## src/rtl/stream_buffer_flushable_pkg.sv

```systemverilog
// rtl/stream_buffer_flushable_pkg.sv - handshake operation encoding for the flushable stream buffer
package stream_buffer_flushable_pkg;

    // Encoded as {push, pop} so the vector maps straight onto the enum.
    typedef enum logic [1:0] {
        OP_IDLE = 2'b00,
        OP_POP  = 2'b01,
        OP_PUSH = 2'b10,
        OP_BOTH = 2'b11
    } buf_op_e;

endpackage

```

## src/rtl/stream_buffer_flushable.sv

```systemverilog
// rtl/stream_buffer_flushable.sv - Depth-entry elastic valid/ready buffer with flush, clear and occupancy
module stream_buffer_flushable
    import stream_buffer_flushable_pkg::*;
#(
    parameter type         T      = logic,
    parameter int unsigned Depth  = 2,
    parameter bit          Bypass = 1'b0
) (
    input  logic                       clk_i,
    input  logic                       rst_ni,
    input  logic                       clr_i,
    input  logic                       flush_i,
    input  logic                       valid_i,
    output logic                       ready_o,
    input  T                           data_i,
    output logic                       valid_o,
    input  logic                       ready_i,
    output T                           data_o,
    output logic [$clog2(Depth+1)-1:0] usage_o
);

    localparam int unsigned PtrW = (Depth > 1) ? $clog2(Depth) : 1;
    localparam int unsigned CntW = $clog2(Depth + 1);

    if (Depth < 2) begin : g_depth_check
        $error("stream_buffer_flushable: Depth must be >= 2");
    end

    if (Bypass) begin : g_bypass
        assign valid_o = valid_i;
        assign ready_o = ready_i;
        assign data_o  = data_i;
        assign usage_o = '0;
    end else begin : g_buffer
        T                r_mem [Depth];
        logic [PtrW-1:0] r_wptr;
        logic [PtrW-1:0] r_rptr;
        logic [CntW-1:0] r_cnt;
        logic [PtrW-1:0] w_wptr_nxt;
        logic [PtrW-1:0] w_rptr_nxt;
        logic [CntW-1:0] w_cnt_nxt;
        logic            w_push;
        logic            w_pop;
        buf_op_e         w_op;

        // Handshake outputs come from registered state only, so no input-to-output path exists.
        assign ready_o = (r_cnt != CntW'(Depth));
        assign valid_o = (r_cnt != '0);
        assign data_o  = r_mem[r_rptr];
        assign usage_o = r_cnt;

        assign w_push = valid_i && ready_o && !flush_i;
        assign w_pop  = valid_o && ready_i && !flush_i;
        assign w_op   = buf_op_e'({w_push, w_pop});

        always_comb begin
            w_wptr_nxt = r_wptr;
            w_rptr_nxt = r_rptr;
            w_cnt_nxt  = r_cnt;
            if (flush_i) begin
                w_rptr_nxt = r_wptr;
                w_cnt_nxt  = '0;
            end else begin
                // Explicit compare-to-last wrap keeps non-power-of-two depths correct.
                if (w_push) begin
                    w_wptr_nxt = (r_wptr == PtrW'(Depth - 1)) ? '0 : r_wptr + 1'b1;
                end
                if (w_pop) begin
                    w_rptr_nxt = (r_rptr == PtrW'(Depth - 1)) ? '0 : r_rptr + 1'b1;
                end
                case (w_op)
                    OP_PUSH: w_cnt_nxt = r_cnt + 1'b1;
                    OP_POP:  w_cnt_nxt = r_cnt - 1'b1;
                    default: w_cnt_nxt = r_cnt;
                endcase
            end
        end

        always_ff @(posedge clk_i or negedge rst_ni) begin
            if (!rst_ni) begin
                r_wptr <= '0;
                r_rptr <= '0;
                r_cnt  <= '0;
            end else if (clr_i) begin
                r_wptr <= '0;
                r_rptr <= '0;
                r_cnt  <= '0;
            end else begin
                r_wptr <= w_wptr_nxt;
                r_rptr <= w_rptr_nxt;
                r_cnt  <= w_cnt_nxt;
            end
        end

        always_ff @(posedge clk_i or negedge rst_ni) begin
            if (!rst_ni) begin
                for (int i = 0; i < int'(Depth); i++) r_mem[i] <= '0;
            end else if (clr_i) begin
                for (int i = 0; i < int'(Depth); i++) r_mem[i] <= '0;
            end else if (w_push) begin
                r_mem[r_wptr] <= data_i;
            end
        end

        always @(posedge clk_i) begin
            if (rst_ni) begin
                assert (!(flush_i && valid_i))
                    else $warning("stream_buffer_flushable: valid_i during flush_i, input word dropped");
            end
        end
    end

endmodule

```

## config.mk

```make
export PLATFORM = sky130hd
export DESIGN_NAME = stream_buffer_flushable
export DESIGN_NICKNAME = d
export VERILOG_FILES = /design/src/rtl/stream_buffer_flushable_pkg.sv /design/src/rtl/stream_buffer_flushable.sv
export SDC_FILE = /design/constraint.sdc
export NUM_CORES = 1
export LEC_CHECK = 0
export CORE_AREA = 4 4 41 43
export CTS_BUF_LIST = sky130_fd_sc_hd__clkbuf_16
export DETAILED_ROUTE_END_ITERATION = 16
export DIE_AREA = 0 0 45 47
export PLACE_DENSITY_LB_ADDON = 0.08
export SLEW_MARGIN = 30
export SYNTH_ARGS = -nofsm -noshare
export SYNTH_HDL_FRONTEND = slang
export SYNTH_SLANG_ARGS = --single-unit
```

## constraint.sdc

```tcl
create_clock -name clk_i -period 4.14 [get_ports clk_i]
set_input_delay 0.414 -clock clk_i [delete_from_list [all_inputs] [get_ports clk_i]]
set_output_delay 0.414 -clock clk_i [all_outputs]
set_load 0.005 [all_outputs]
```

Yosys cells after proc, flatten, opt, wreduce, memory -nomap -nowiden
Cells that the tools add are included.
Widths: inputs -> output; s select.

storage, ports and cells
  word-level logic and storage cells = 48
  output and inout bits = 5
  bits of input ports = 7
  bits in registers = 6

cells by class
  eq/ne operators = 4
  magnitude comparators = 3
  reductions and logical operators = 11
  muxes and demuxes = 19
  $add $sub $neg = 4
  bitwise gates (word level) = 2

operators by type and width
  cell                 count
  $mux 1               12
  $mux 2               4
  $logic_and 1x1->1    5
  $ge 2x2->1 const B   2
  $ne 2x2->1 const B   2
  $not 1->2            2
  $pmux 2 s2           1
  $reduce_bool 2->1    2
  $reduce_bool 4->1    1
  $reduce_bool 3->1    1
  $add 1x1->1 const B  2
  $add 2x1->2 const B  1
  $bwmux 2             1
  $eq 2x1->1 const B   1
  $eq 2x2->1 const B   1
  $lt 2x1->1 const B   1
  $reduce_and 2->1     1
  $sub 2x1->2 const B  1
  $demux 1 s1          1
  $logic_not 1->1      1

Logic depth before layout (Yosys ltp)
  depth after elaboration = 8
  gate-level depth with buffers = 7
  mapped depth without buffers = 7

Worst setup path after synthesis
Ideal clock, no wire load.

  kind = register -> register
  start = register g_buffer.r_cnt[0], in the netlist usage_o[0]
  end = register g_buffer.r_cnt[1], in the netlist usage_o[1]
  slack = 2.330 ns
  setup time = 0.094 ns
  arrival = 1.716 ns
  path buffers = 0
  stages on the path, launching flop included = 7
  required time = 4.046 ns
  clock period less this slack = 1.810 ns
  cells stage by stage = dfrtp_1 and2b_2 inv_1 nand2_1 ha_1 or3_1 a211oi_1

between the ends
  cells in the longest elaborated chain, start to end = 7
  elaborated cells on any way between the ends = 14
  classes of those cells = add/sub (2); eq/ne (3); mux (3); reduce/logical (6)

RTL lines
  what                                      RTL line                       source
  from (decl)                               stream_buffer_flushable.sv:38  logic [CntW-1:0] r_cnt;
  from (signal assigned)                    stream_buffer_flushable.sv:91  r_cnt <= w_cnt_nxt;
  $ne 2x2->1 *                              stream_buffer_flushable.sv:47  assign ready_o = (r_cnt != CntW'(Depth));
  named net ready_o                         stream_buffer_flushable.sv:14  output logic ready_o,
  $logic_and 1x1->1 * (2 in series)         stream_buffer_flushable.sv:52  assign w_push = valid_i && ready_o && !flush_i;
  $eq 2x1->1 or $eq 2x2->1 (tied branches)  stream_buffer_flushable.sv:71  case (w_op)
  $pmux 2 s2                                stream_buffer_flushable.sv:71
  $mux 2                                    stream_buffer_flushable.sv:60  if (flush_i) begin
  $mux 2                                    stream_buffer_flushable.sv:84  end else if (clr_i) begin

The timed path passes the listed nets; every way through them passes the cells marked *.
A chain may end at the register's enable or synchronous reset.

Worst setup path in the final report
  start = input port flush_i
  end = register g_buffer.r_cnt[1], in the netlist usage_o[1]

between the ends
  cells in the longest elaborated chain, start to end = 6
  elaborated cells on any way between the ends = 9
  classes of those cells = eq/ne (2); mux (3); reduce/logical (4)

RTL lines
  what                                         RTL line                                                      source
  from (decl)                                  stream_buffer_flushable.sv:12                                 input logic flush_i,
  $logic_not 1->1                              stream_buffer_flushable.sv:52, stream_buffer_flushable.sv:53
  $logic_and 1x1->1, on equally long branches  stream_buffer_flushable.sv:53, stream_buffer_flushable.sv:52
  $eq 2x1->1 or $eq 2x2->1 (tied branches)     stream_buffer_flushable.sv:71
  $pmux 2 s2                                   stream_buffer_flushable.sv:71
  $mux 2                                       stream_buffer_flushable.sv:60
  $mux 2                                       stream_buffer_flushable.sv:84

Parallel ways exist; a longest one is shown, timed or not.

==> impl_metrics.json <==
{
  "place_area_sq_um": 465.4,
  "syn_inst": 35,
  "drt_iter0_drc": 3,
  "htreeDepth": 1,
  "cts_hold_repair.buffers": 0,
  "vias_per_cell": 4.844,
  "avgSynthCellArea_sq_um": 9.616,
  "fillers": 134,
  "antennaDiodeCount": 0,
  "crit_family": "simple AND/OR/NAND/NOR gates",
  "fp.dieArea_sq_mm": 0.002115,
  "worst-r2r-setup-slack_ps": 2220,
  "port_buffers": 11,
  "maxCapViolCount": 0,
  "nets": 59,
  "max_stage_delay_ps": 520,
  "setup-violations-final": 0,
  "drive_gt1_share_pct": 12.24,
  "synth_top_area_share_pct": 44.61,
  "place.gp.congestion": 0.6762,
  "required_ps": 4270,
  "path_clk_slew_ps": 40,
  "cts_buffers": 3,
  "slew_viol_final": 0,
  "vias": 310,
  "wl_per_cell_microns": 12.72,
  "max_freq_mhz": 482.6,
  "crit_fanout": 7,
  "worstRegToRegCells": 6,
  "io_pins": 12,
  "design_area_sq_um": 540.5,
  "ir_drop_v": 0.0001896,
  "start_kind": "input pin",
  "grt_pass1_wl_microns": 1400,
  "final_util_pct": 41.54,
  "dpl.hpwl_microns": 633.4,
  "final_hold_viol_count": 0,
  "cts_root_buffer": "clkbuf_16",
  "worst_ep_arrival_time_ps": 2200,
  "grt_max_degree": 8,
  "clock_sinks": 6,
  "dieWidth_microns": 45,
  "grt_pass1_vias": 331,
  "power_density_mw_per_mm2": 448.6,
  "hold_path_class": "input pin to async pin",
  "path_cells": "clkdlybuf4s50_1 > nor2b_1 > nand2_1 > ha_1 > or3_1 > a211oi_1",
  "syn_area_sq_um": 336.6,
  "overflow": 0,
  "synth_nets": 43,
  "end_kind": "flop",
  "core_sq_mm": 0.001301,
  "cts_resized": 0,
  "post-place-ws_ps": 1817,
  "min_period_over_period_pct": 50.05,
  "synth_area_leader_cell": "dfrtp_1",
  "p_leak_nw": 0.2212,
  "r2r_end": "usage_o[1]$_DFFE_PN0P_",
  "yosys_warnings": 0,
  "synth-seq-cells": 6,
  "cts_setup_buffers": 0,
  "antenna_left": 0,
  "cp_slowest_cell": "clkdlybuf4s50_1",
  "rsz0062_at_grt": "no",
  "cts_max_path_buffers": 2,
  "outcome": "completed",
  "layout_setup_ws_ps": 2068,
  "total_power_w": 0.0002425,
  "slew_headroom_pct": 79.00,
  "area_growth_pct": 60.59,
  "clk_latency_ps": 230,
  "initial_core_util_pct": 25.87,
  "yosysUniqueCellTypes": 21,
  "fp.dieH_microns": 47,
  "worst_pin_slew_ps": 311.7,
  "critical_path_class": "input pin to flop",
  "reg2reg_from": "usage_o[0]$_DFFE_PN0P_",
  "antenna_found_initial": 0,
  "fin_crit_ps": 2072,
  "drtPass1Iterations": 2,
  "synth_area_leaders": "dfrtp_1, a21oi_1, xnor2_1",
  "skew_ps": 2.895,
  "remaining_drc_errors": 0,
  "tns_ps": 0,
  "std_cell_rows": 13,
  "cts_tree": "yes",
  "worst-path-buf-inv": 1,
  "ys_seq_area_share_pct": 44.61,
  "drt-total-wl_microns": 814,
  "grt_usage_pct": 10.02
}
## where the power goes
part           total (W)  switching (W)  internal [W]
clock network   0.000156      0.0000324      0.000124
logic          0.0000224     0.00000947     0.0000129
registers      0.0000637     0.00000232     0.0000614
total           0.000242      0.0000442      0.000198
## through the flow
stage,instances,hold WS (ps)
after floorplan,35,118.4
after global placement,61,537.6
after detailed placement,61,543.1
after CTS,64,446.6
after global routing,64,466.0
final,64,435.8
## synth_stat cells, drive strengths merged
cell,number
xor2,1
o21ai,3
and2b,1
or3,1
a21oi,4
nor3,1
ha,1
nand2,1
inv,2
or2,1
dfrtp,6
nand2b,1
nor2,1
mux2,1
nand3,1
xnor2,2
a211oi,1
nor2b,1
nand4,2
o31ai,2
o21a,1
## worst register-to-register path, delay by kind of cell, from the launching register on
kind | cells | cell delay [ps]
compound gates | 1 | 240
fa+ha+maj | 1 | 330
buf+inv | 1 | 120
flops | 1 | 440
simple gates | 3 | 700
## flip-flops by register name, indices dropped and copies added (netlist names)
name,cells
g_buffer.r_mem,2
g_buffer.r_rptr,1
g_buffer.r_wptr,1
usage_o,2
## cell families (layout without fill, tap and decap cells)
family,count (synthesis),after routing,synth area share [%]
AO/OA/AOI/OAI,11,11,19.33
XOR/XNOR,3,3,7.808
adder cells (fa/ha/maj),1,1,3.717
buffers and inverters,2,16,2.231
flip-flops,6,6,44.61
multiplexers,1,1,3.345
AND/OR/NAND/NOR,11,11,18.96
## layout make-up
class	count	area, sq um	share of cell area (%)
Sequential cell	6	150.1	27.78
Clock buffer	3	75.07	13.89
Inverter	2	7.507	1.389
Multi-Input combinational cell	27	178.9	33.10
Timing Repair Buffer	11	110.1	20.37
Tap cell	15	18.77	3.472
## worst max path at each step
stage                           start                     end  slack [ps]  cells after the start
6_report                      flush_i  usage_o[1]$_DFFE_PN0P_        2070                      6
5_1_grt                       flush_i  usage_o[1]$_DFFE_PN0P_        1910                      6
4_1_cts                       flush_i  usage_o[1]$_DFFE_PN0P_        2050                      6
3_5_place_dp                  flush_i  usage_o[1]$_DFFE_PN0P_        1820                      6
3_3_place_gp                  flush_i  usage_o[1]$_DFFE_PN0P_        1870                      6
2_1_floorplan  usage_o[0]$_DFFE_PN0P_  usage_o[1]$_DFFE_PN0P_        2330                      6
## placed cells by master, fill, tap and decap left out, types with 2 or more instances in the layout
cell type | synthesis | layout
a21oi_1 | 4 | 4
clkbuf_16 | 0 | 3
clkdlybuf4s50_1 | 0 | 11
dfrtp_1 | 6 | 6
inv_1 | 2 | 2
nand4_1 | 2 | 2
o21ai_0 | 3 | 3
o31ai_1 | 2 | 2
xnor2_1 | 2 | 2
## routing by layer
| metal | up-vias | track usage (%) | share of wire [%] |
|---|---|---|---|
| li1 | 155 | - | - |
| met1 | 144 | 11.57 | 44 |
| met2 | 9 | 14.12 | 49 |
| met3 | 2 | 4.215 | 6.4 |
| met4 | 0 | 8.772 | 0.49 |
| met5 | - | 0 | 0 |
No activity file was read; power rests on OpenSTA's default activity.
